File: src/rtl/instr_queue_pkg.sv
// Shared fetch/decode pipeline types: the fetch-to-decode entry and the queue depth
// both sides agree on.
package instr_queue_pkg;

    localparam int IQ_DEPTH = 16;

    typedef struct packed {
        logic [31:0] pc;
        logic [31:0] instruction;
        logic        prediction;
        logic        branch;
        logic        jump;
    } pipe_in_t;

endpackage

File: src/rtl/instr_queue_ptr.sv
// Wrapping queue pointer: low bits index storage, MSB is the wrap bit that
// distinguishes full from empty. Clear has priority over increment.
module iq_ptr #(
    parameter int W = 5
) (
    input  logic         clk,
    input  logic         reset,
    input  logic         inc,
    input  logic         clr,
    output logic [W-1:0] ptr
);

    localparam logic [W-1:0] ONE = W'(1);

    // DEPTH is a power of two, so plain binary increment wraps the index and
    // toggles the wrap bit in one step.
    always_ff @(posedge clk or negedge reset) begin
        if (!reset)   ptr <= '0;
        else if (clr) ptr <= '0;
        else if (inc) ptr <= ptr + ONE;
    end

endmodule

File: src/rtl/instr_queue.sv
// Fetch-to-decode instruction queue: in-order circular buffer with show-ahead head,
// full-based backpressure to fetch and single-cycle wholesale flush on redirect.
module instr_queue
    import instr_queue_pkg::*;
#(
    parameter  int DEPTH = IQ_DEPTH,
    localparam int PTR_W = $clog2(DEPTH)
) (
    input  logic           clk,
    input  logic           reset,
    input  logic           push_valid,
    input  pipe_in_t       push_data,
    output logic           enable,
    output logic           pop_valid,
    output pipe_in_t       pop_data,
    input  logic           pop_ready,
    input  logic           flush,
    output logic [PTR_W:0] count
);

    if (DEPTH < 2 || (DEPTH & (DEPTH - 1)) != 0) begin : g_bad_depth
        $error("instr_queue: DEPTH must be a power of two >= 2");
    end

    localparam logic [PTR_W:0] ONE = (PTR_W + 1)'(1);

    logic [PTR_W:0] head, tail;
    logic           full, empty, push, pop;
    pipe_in_t       mem [DEPTH];

    assign empty = (head == tail);
    assign full  = (head[PTR_W] != tail[PTR_W]) &&
                   (head[PTR_W-1:0] == tail[PTR_W-1:0]);

    // Backpressure comes from registered state only; a pop in the same cycle
    // does not make room for a push.
    assign enable    = ~full;
    assign pop_valid = ~empty;
    assign pop_data  = mem[head[PTR_W-1:0]];

    assign push = push_valid & enable & ~flush;
    assign pop  = pop_valid & pop_ready & ~flush;

    iq_ptr #(.W(PTR_W + 1)) u_head (
        .clk   (clk),
        .reset (reset),
        .inc   (pop),
        .clr   (flush),
        .ptr   (head)
    );

    iq_ptr #(.W(PTR_W + 1)) u_tail (
        .clk   (clk),
        .reset (reset),
        .inc   (push),
        .clr   (flush),
        .ptr   (tail)
    );

    // Storage is never reset or cleared; the pointers alone define validity.
    always_ff @(posedge clk) begin
        if (push) mem[tail[PTR_W-1:0]] <= push_data;
    end

    always_ff @(posedge clk or negedge reset) begin
        if (!reset)           count <= '0;
        else if (flush)       count <= '0;
        else if (push & ~pop) count <= count + ONE;
        else if (pop & ~push) count <= count - ONE;
    end

    a_no_push_full : assert property (@(posedge clk) disable iff (!reset)
        push |-> !full);
    a_no_pop_empty : assert property (@(posedge clk) disable iff (!reset)
        pop |-> !empty);
    a_count_full : assert property (@(posedge clk) disable iff (!reset)
        (count == (PTR_W + 1)'(DEPTH)) == full);
    a_count_ptrs : assert property (@(posedge clk) disable iff (!reset)
        count == (tail - head));

endmodule

File: config.mk
export PLATFORM = sky130hd
export DESIGN_NAME = instr_queue
export DESIGN_NICKNAME = d
export VERILOG_FILES = /design/src/rtl/instr_queue_pkg.sv /design/src/rtl/instr_queue_ptr.sv /design/src/rtl/instr_queue.sv
export SDC_FILE = /design/constraint.sdc
export NUM_CORES = 1
export LEC_CHECK = 0
export ABC_AREA = 0
export BUFFER_PORTS_ARGS = -buffer_cell sky130_fd_sc_hd__buf_2
export CAP_MARGIN = 10
export CORE_MARGIN = 2
export CORE_UTILIZATION = 50
export CTS_CLUSTER_DIAMETER = 80
export CTS_CLUSTER_SIZE = 16
export DETAILED_ROUTE_END_ITERATION = 8
export PLACE_DENSITY = 0.66
export SETUP_SLACK_MARGIN = 0.3
export SYNTH_ARGS = -nofsm -noshare
export SYNTH_HDL_FRONTEND = slang
export SYNTH_SLANG_ARGS = --single-unit
File: constraint.sdc
create_clock -name clk -period 5.6 [get_ports clk]
set_input_delay 0.84 -clock clk [delete_from_list [all_inputs] [get_ports clk]]
set_output_delay 0.84 -clock clk [all_outputs]
set_load 0.1 [all_outputs]
==> results of run 1 <==
[cell type report]
type                       instances  share of cell area
inverter                           3            0.000244
antenna                            3            0.000163
multi-input combinational        639               0.192
clock inverter                     7             0.00125
tap                             1080              0.0293
timing repair buffer             187              0.0272
clock buffer                      87              0.0444
sequential                      1087               0.706
[layer usage]
metal,vias up,part of all wire,global-route usage,wire length [µm]
li1,8032,-,-,-
met1,10163,0.44,0.309,38500
met2,596,0.48,0.333,42000
met3,106,0.059,0.0297,5120
met4,2,0.018,0.0475,1550
met5,-,0.00014,0,12
[power by group through the flow]
stage	clock [mW]	sequential [mW]	combinational (mW)
after floorplan	0	9.29	2.51
after detailed placement	0	9.25	3.21
final	5.13	9.07	3.15
after CTS	5.27	9.07	3.21
after global placement	0	9.24	3.18
after global routing	5.55	9.07	3.36
[worst register-to-register path, cell delays in order (launching register included)]
cell     delay (ps)
dfrtp_4         850
xnor2_2         190
nand4_4         200
o21a_1          400
nor2b_1         500
and3b_4         920
buf_4           400
[worst max-delay path by stage]
stage,start,end,depth (start not counted)
6_report,u_head.ptr[1],pop_data[15],5
5_1_grt,u_head.ptr[1],pop_data[15],5
4_1_cts,u_head.ptr[1],pop_data[15],5
3_5_place_dp,u_head.ptr[1],pop_data[15],5
3_3_place_gp,u_head.ptr[1],pop_data[15],5
2_1_floorplan,push_valid,mem[0][0],5
[flip-flops by register name, indices dropped and copies added (netlist names)]
name,count
count,5
u_tail.ptr,5
u_head.ptr,5
mem,1072
[logic make-up after synthesis]
group                    Yosys count  share of synthesized area
AO/OA/AOI/OAI                    160                     0.0241
XOR/XNOR                          16                    0.00407
adder cells (fa/ha/maj)           10                    0.00317
buffers and inverters            108                     0.0113
flip-flops                      1087                      0.779
multiplexers                     338                      0.161
AND/OR/NAND/NOR                  115                     0.0174
[metrics by stage]
| stage | total power [mW] | utilization |
|---|---|---|
| final | 17.4 | 0.554 |
| after global routing | 18.0 | 0.554 |
| after CTS | 17.5 | 0.554 |
| after detailed placement | 12.5 | 0.529 |
| after global placement | 12.4 | 0.529 |
| after floorplan | 11.8 | - |
[cells in the final DEF, fill, tap and decap left out, types with 9 or more instances in the layout]
| cell type | n |
|---|---|
| a211oi_1 | 67 |
| nor2_1 | 10 |
| buf_2 | 145 |
| edfxtp_1 | 1072 |
| buf_12 | 17 |
| dfrtp_1 | 11 |
| mux2i_1 | 69 |
| nor2b_1 | 69 |
| buf_4 | 25 |
| clkbuf_16 | 81 |
| a21oi_1 | 74 |
| ha_1 | 9 |
| mux4_2 | 268 |
==> flow_metrics.env, run 1 <==
export IMPL_synth_area_leaders="edfxtp_1 77%, mux4_2 14%, mux2i_1 1.7%"
export IMPL_cts_sinks=1087
export IMPL_internal_power_mw=12.7
export IMPL_cp_cell_sequence="buf_12, mux4_2, mux2i_1, a21oi_1, buf_2"
export IMPL_fin_cells=3093
export IMPL_initial_utilization=0.502
export IMPL_fmax_ghz=0.227
export IMPL_finalWirelength_um=87200
export IMPL_swShare=0.271
export IMPL_pwr_share_clk=0.296
export IMPL_synth_cell_types=43
export IMPL_reg2regPathDepth=6
export IMPL_drc_errors=0
export IMPL_critPathBufInv=2
export IMPL_dr_total_vias=18899
export IMPL_antenna_found_initial=7
export IMPL_grt_pass1_vias=19911
export IMPL_synth_cells=1834
export IMPL_ff_latch_area_mm2=0.0326
export IMPL_setup_tns_ps=0
export IMPL_gp_congestion=0.726
export IMPL_design_die_area_mm2=0.0860
export IMPL_synth_area_leader_cell="edfxtp_1"
export IMPL_leakage_nw=13.9
export IMPL_row_count=106
export IMPL_cp_data_arrival_time_ps=3570
export IMPL_dp_cells=2996
export IMPL_cts_root_buf="clkbuf_16"
export IMPL_maxCapViolations=0
export IMPL_synth_edff_count=1072
export IMPL_rsz0062_at_grt="no"
export IMPL_stdcell_area_mm2=0.0462
export IMPL_ir_worst_vdd_mv=0.297
export IMPL_drt_iter0_markers=1774
export IMPL_critPathKind="reg -> out"
export IMPL_drive_above_1_share=0.284
export IMPL_yosys_area_top_type_share=0.770
export IMPL_dieWidth_um=293
export IMPL_power_frac_comb=0.182
export IMPL_power_density_mw_per_mm2=376
export IMPL_cts_max_level=3
export IMPL_grt_pass1_wl_um=131000
export IMPL_overflow=0
export IMPL_setup_ws_ps=1190
export IMPL_finalHoldViolCount=0
export IMPL_r2r_end="mem[0][18]"
export IMPL_hold_ws_ps=128
export IMPL_cts_resized=0
export IMPL_ys_seq_area_frac=0.779
export IMPL_cts_buffer_depth=3
export IMPL_ys_warn_count=0
export IMPL_critPathMaxStageDelay_ps=850
export IMPL_holdCritPathClass="in -> async"
export IMPL_placed_area_mm2=0.0440
export IMPL_setup_viol_count_final=0
export IMPL_drt_pass1_iterations=5
export IMPL_grt_usage=0.208
export IMPL_skew_ps=21.1
export IMPL_avgSynthCellArea_um2=22.8
export IMPL_relSlewSlack=0.291
export IMPL_ys_async_sr_fraction=0.0138
export IMPL_ant_nets=0
export IMPL_finalNetCount=2078
export IMPL_viasPerCell=6.11
export IMPL_ys_top_cells_by_count="1072 x edfxtp_1, 268 x mux4_2, 74 x a21oi_1, 69 x mux2i_1, 69 x nor2b_1"
export IMPL_grt_max_degree=135
export IMPL_switchingPower_mw=4.70
export IMPL_end_kind="output pin"
export IMPL_area_growth_pct=10.4
export IMPL_dpl_hpwl_um=45400
export IMPL_clkLatencyLatePin_ps=620
export IMPL_period_share=0.788
export IMPL_path_clk_slew_ps=70
export IMPL_tritoncts="done"
export IMPL_seqPwrFrac=0.522
export IMPL_synth_seq_cells=1087
export IMPL_postCtsSetupBuffers=0
export IMPL_cts_buffers=78
export IMPL_wl_per_cell_um=28.2
export IMPL_synthesis_area_mm2=0.0418
export IMPL_io_pins=146
export IMPL_syn_nets=1916
export IMPL_slew_viol_final=0
export IMPL_ys_flop_type="edfxtp_1"
export IMPL_worst_setup_path_start_kind="register"
export IMPL_synth_most_common_cell="edfxtp_1"
export IMPL_reg2reg_slack_ps=1810
export IMPL_coreArea_mm2=0.0833
export IMPL_multi_input_area_mm2=0.00885
export IMPL_dpl_worst_slack_ps=1820
export IMPL_outcome="complete, no violations"
export IMPL_die_h_um=293
export IMPL_rr_startpoint="u_head.ptr[1]"
export IMPL_numPortBuffers=145
export IMPL_final_fill_count=6133
export IMPL_cts_hold_buf=0
export IMPL_cp_slowest_cell="dfrtp_4"
export IMPL_crit_fanout=134
export IMPL_min_period_ps=4410
export IMPL_crit_family="buffers and inverters"
export IMPL_worstMarginPinSlew_ps=1060
export IMPL_worst_ep_required_time_ps=4760
No activity file was read; power rests on OpenSTA's default activity.
==> run 2, diff against run 1 <==
==> constraint.sdc (replaced) <==
create_clock -name clk -period 4.3 [get_ports clk]
set_input_delay 0.645 -clock clk [delete_from_list [all_inputs] [get_ports clk]]
set_output_delay 0.645 -clock clk [all_outputs]
set_load 0.1 [all_outputs]
==> flow_metrics.env, run 2 (synthesis gave the netlist of run 1 again) <==
export IMPL_cp_data_arrival_time_ps=3160
export IMPL_skew_ps=19.6
export IMPL_cts_max_level=3
export IMPL_grt_pass1_vias=19962
export IMPL_rsz0062_at_grt="no"
export IMPL_fin_cells=3134
export IMPL_ir_worst_vdd_mv=0.413
export IMPL_finalHoldViolCount=0
export IMPL_layout_common_cells="1072 x edfxtp_1, 268 x mux4_2, 145 x buf_2, 79 x clkbuf_16, 74 x a21oi_1"
export IMPL_maxCapViolations=0
export IMPL_slew_viol_final=0
export IMPL_dpl_worst_slack_ps=961
export IMPL_power_mw=22.8
export IMPL_grt_usage=0.213
export IMPL_period_share=0.884
export IMPL_reg2reg_slack_ps=910
export IMPL_worst_setup_path_start_kind="register"
export IMPL_reg2regPathDepth=7
export IMPL_coreArea_mm2=0.0833
export IMPL_wl_per_cell_um=28.7
export IMPL_outcome="complete, no violations"
export IMPL_fin_util=0.562
export IMPL_initial_utilization=0.502
export IMPL_grt_pass1_wl_um=133000
export IMPL_critPathKind="reg -> out"
export IMPL_grt_max_degree=137
export IMPL_end_kind="output pin"
export IMPL_drive_above_1_share=0.297
export IMPL_dp_cells=3029
export IMPL_power_density_mw_per_mm2=487
export IMPL_ant_nets=0
export IMPL_overflow=0
export IMPL_largest_reg_flops=1072
export IMPL_min_from="push_data[44]"
export IMPL_leakage_nw=14.2
export IMPL_min_period_ps=3800
export IMPL_drc_errors=0
export IMPL_relSlewSlack=0.457
export IMPL_setup_ws_ps=500
export IMPL_dieWidth_um=293
export IMPL_design_die_area_mm2=0.0860
export IMPL_r2r_end="mem[2][29]"
export IMPL_dr_total_vias=19160
export IMPL_drt_iter0_markers=1947
export IMPL_path_clk_slew_ps=70
export IMPL_setup_viol_count_final=0
export IMPL_cts_sinks=1087
export IMPL_cts_buffer_depth=3
export IMPL_numPortBuffers=145
export IMPL_gp_congestion=0.755
export IMPL_area_growth_pct=11.8
export IMPL_die_h_um=293
export IMPL_finalNetCount=2116
export IMPL_viasPerCell=6.11
export IMPL_hold_depth=1
export IMPL_clkLatencyLatePin_ps=640
export IMPL_placed_area_mm2=0.0446
export IMPL_worst_ep_required_time_ps=3650
export IMPL_hold_path_end="mem[7][44]"
export IMPL_cts_root_buf="clkbuf_16"
export IMPL_dpl_hpwl_um=48500
export IMPL_holdCritPathClass="in -> reg"
export IMPL_row_count=106
export IMPL_tritoncts="done"
export IMPL_fmax_ghz=0.263
export IMPL_drt_pass1_iterations=5
export IMPL_cts_buffers=78
export IMPL_finalWirelength_um=90000
export IMPL_io_pins=146
export IMPL_rr_startpoint="u_head.ptr[0]"
export IMPL_stdcell_area_mm2=0.0468
export IMPL_crit_fanout=117
export IMPL_setup_tns_ps=0
export IMPL_layout_commonest_cell="edfxtp_1"
export IMPL_hold_ws_ps=376
export IMPL_worstMarginPinSlew_ps=815
export IMPL_antenna_found_initial=10
run 2: how the worst max path moves through the flow:
| stage | start | end | slack [ps] |
|---|---|---|---|
| 3_5_place_dp | u_head.ptr[0] | pop_data[61] | 960 |
| 5_1_grt | u_head.ptr[0] | pop_data[59] | 340 |
| 2_1_floorplan | push_valid | mem[0][0] | 700 |
| 4_1_cts | u_head.ptr[2] | pop_data[28] | 400 |
| 3_3_place_gp | u_head.ptr[0] | pop_data[63] | 950 |
| 6_report | u_head.ptr[1] | pop_data[21] | 500 |
run 2: layer usage:
metal / GRT usage / vias to the layer above / share of wire
met5: 0 / - / 0.00061
met4: 0.0560 / 10 / 0.021
met3: 0.0306 / 124 / 0.051
met2: 0.344 / 521 / 0.49
met1: 0.309 / 10389 / 0.44
li1: - / 8116 / -
run 2: area by class of cell:
| class | instances | area [µm²] |
|---|---|---|
| fill | 6054 | 36500 |
| sequential | 1087 | 32600 |
| multi-input combinational | 639 | 8850 |
| clock buffer | 85 | 2000 |
| timing repair buffer | 225 | 1820 |
| tap | 1080 | 1350 |
| clock inverter | 8 | 140 |
| antenna | 7 | 17.5 |
| inverter | 3 | 11.3 |
run 2: where the power goes:
group	switching (mW)	total, mW	leakage (nW)	internal (mW)
clock network	3.41	6.79	1.04	3.38
registers	0.0592	11.8	9.85	11.7
logic	2.75	4.23	3.32	1.48
run 2: worst max-delay path: stages, from the launching register on:
cell and delay [ps]:
dfrtp_4 620, buf_12 560, mux4_2 340, mux2i_1 80, a21oi_1 370, buf_2 510
run 2: what timing repair did:
action                     4_1_cts  5_1_grt
resized for setup                0        1
setup buffers                    4        0
setup endpoints to repair        9        1
hold buffers                     1        0
hold endpoints to repair        15        0
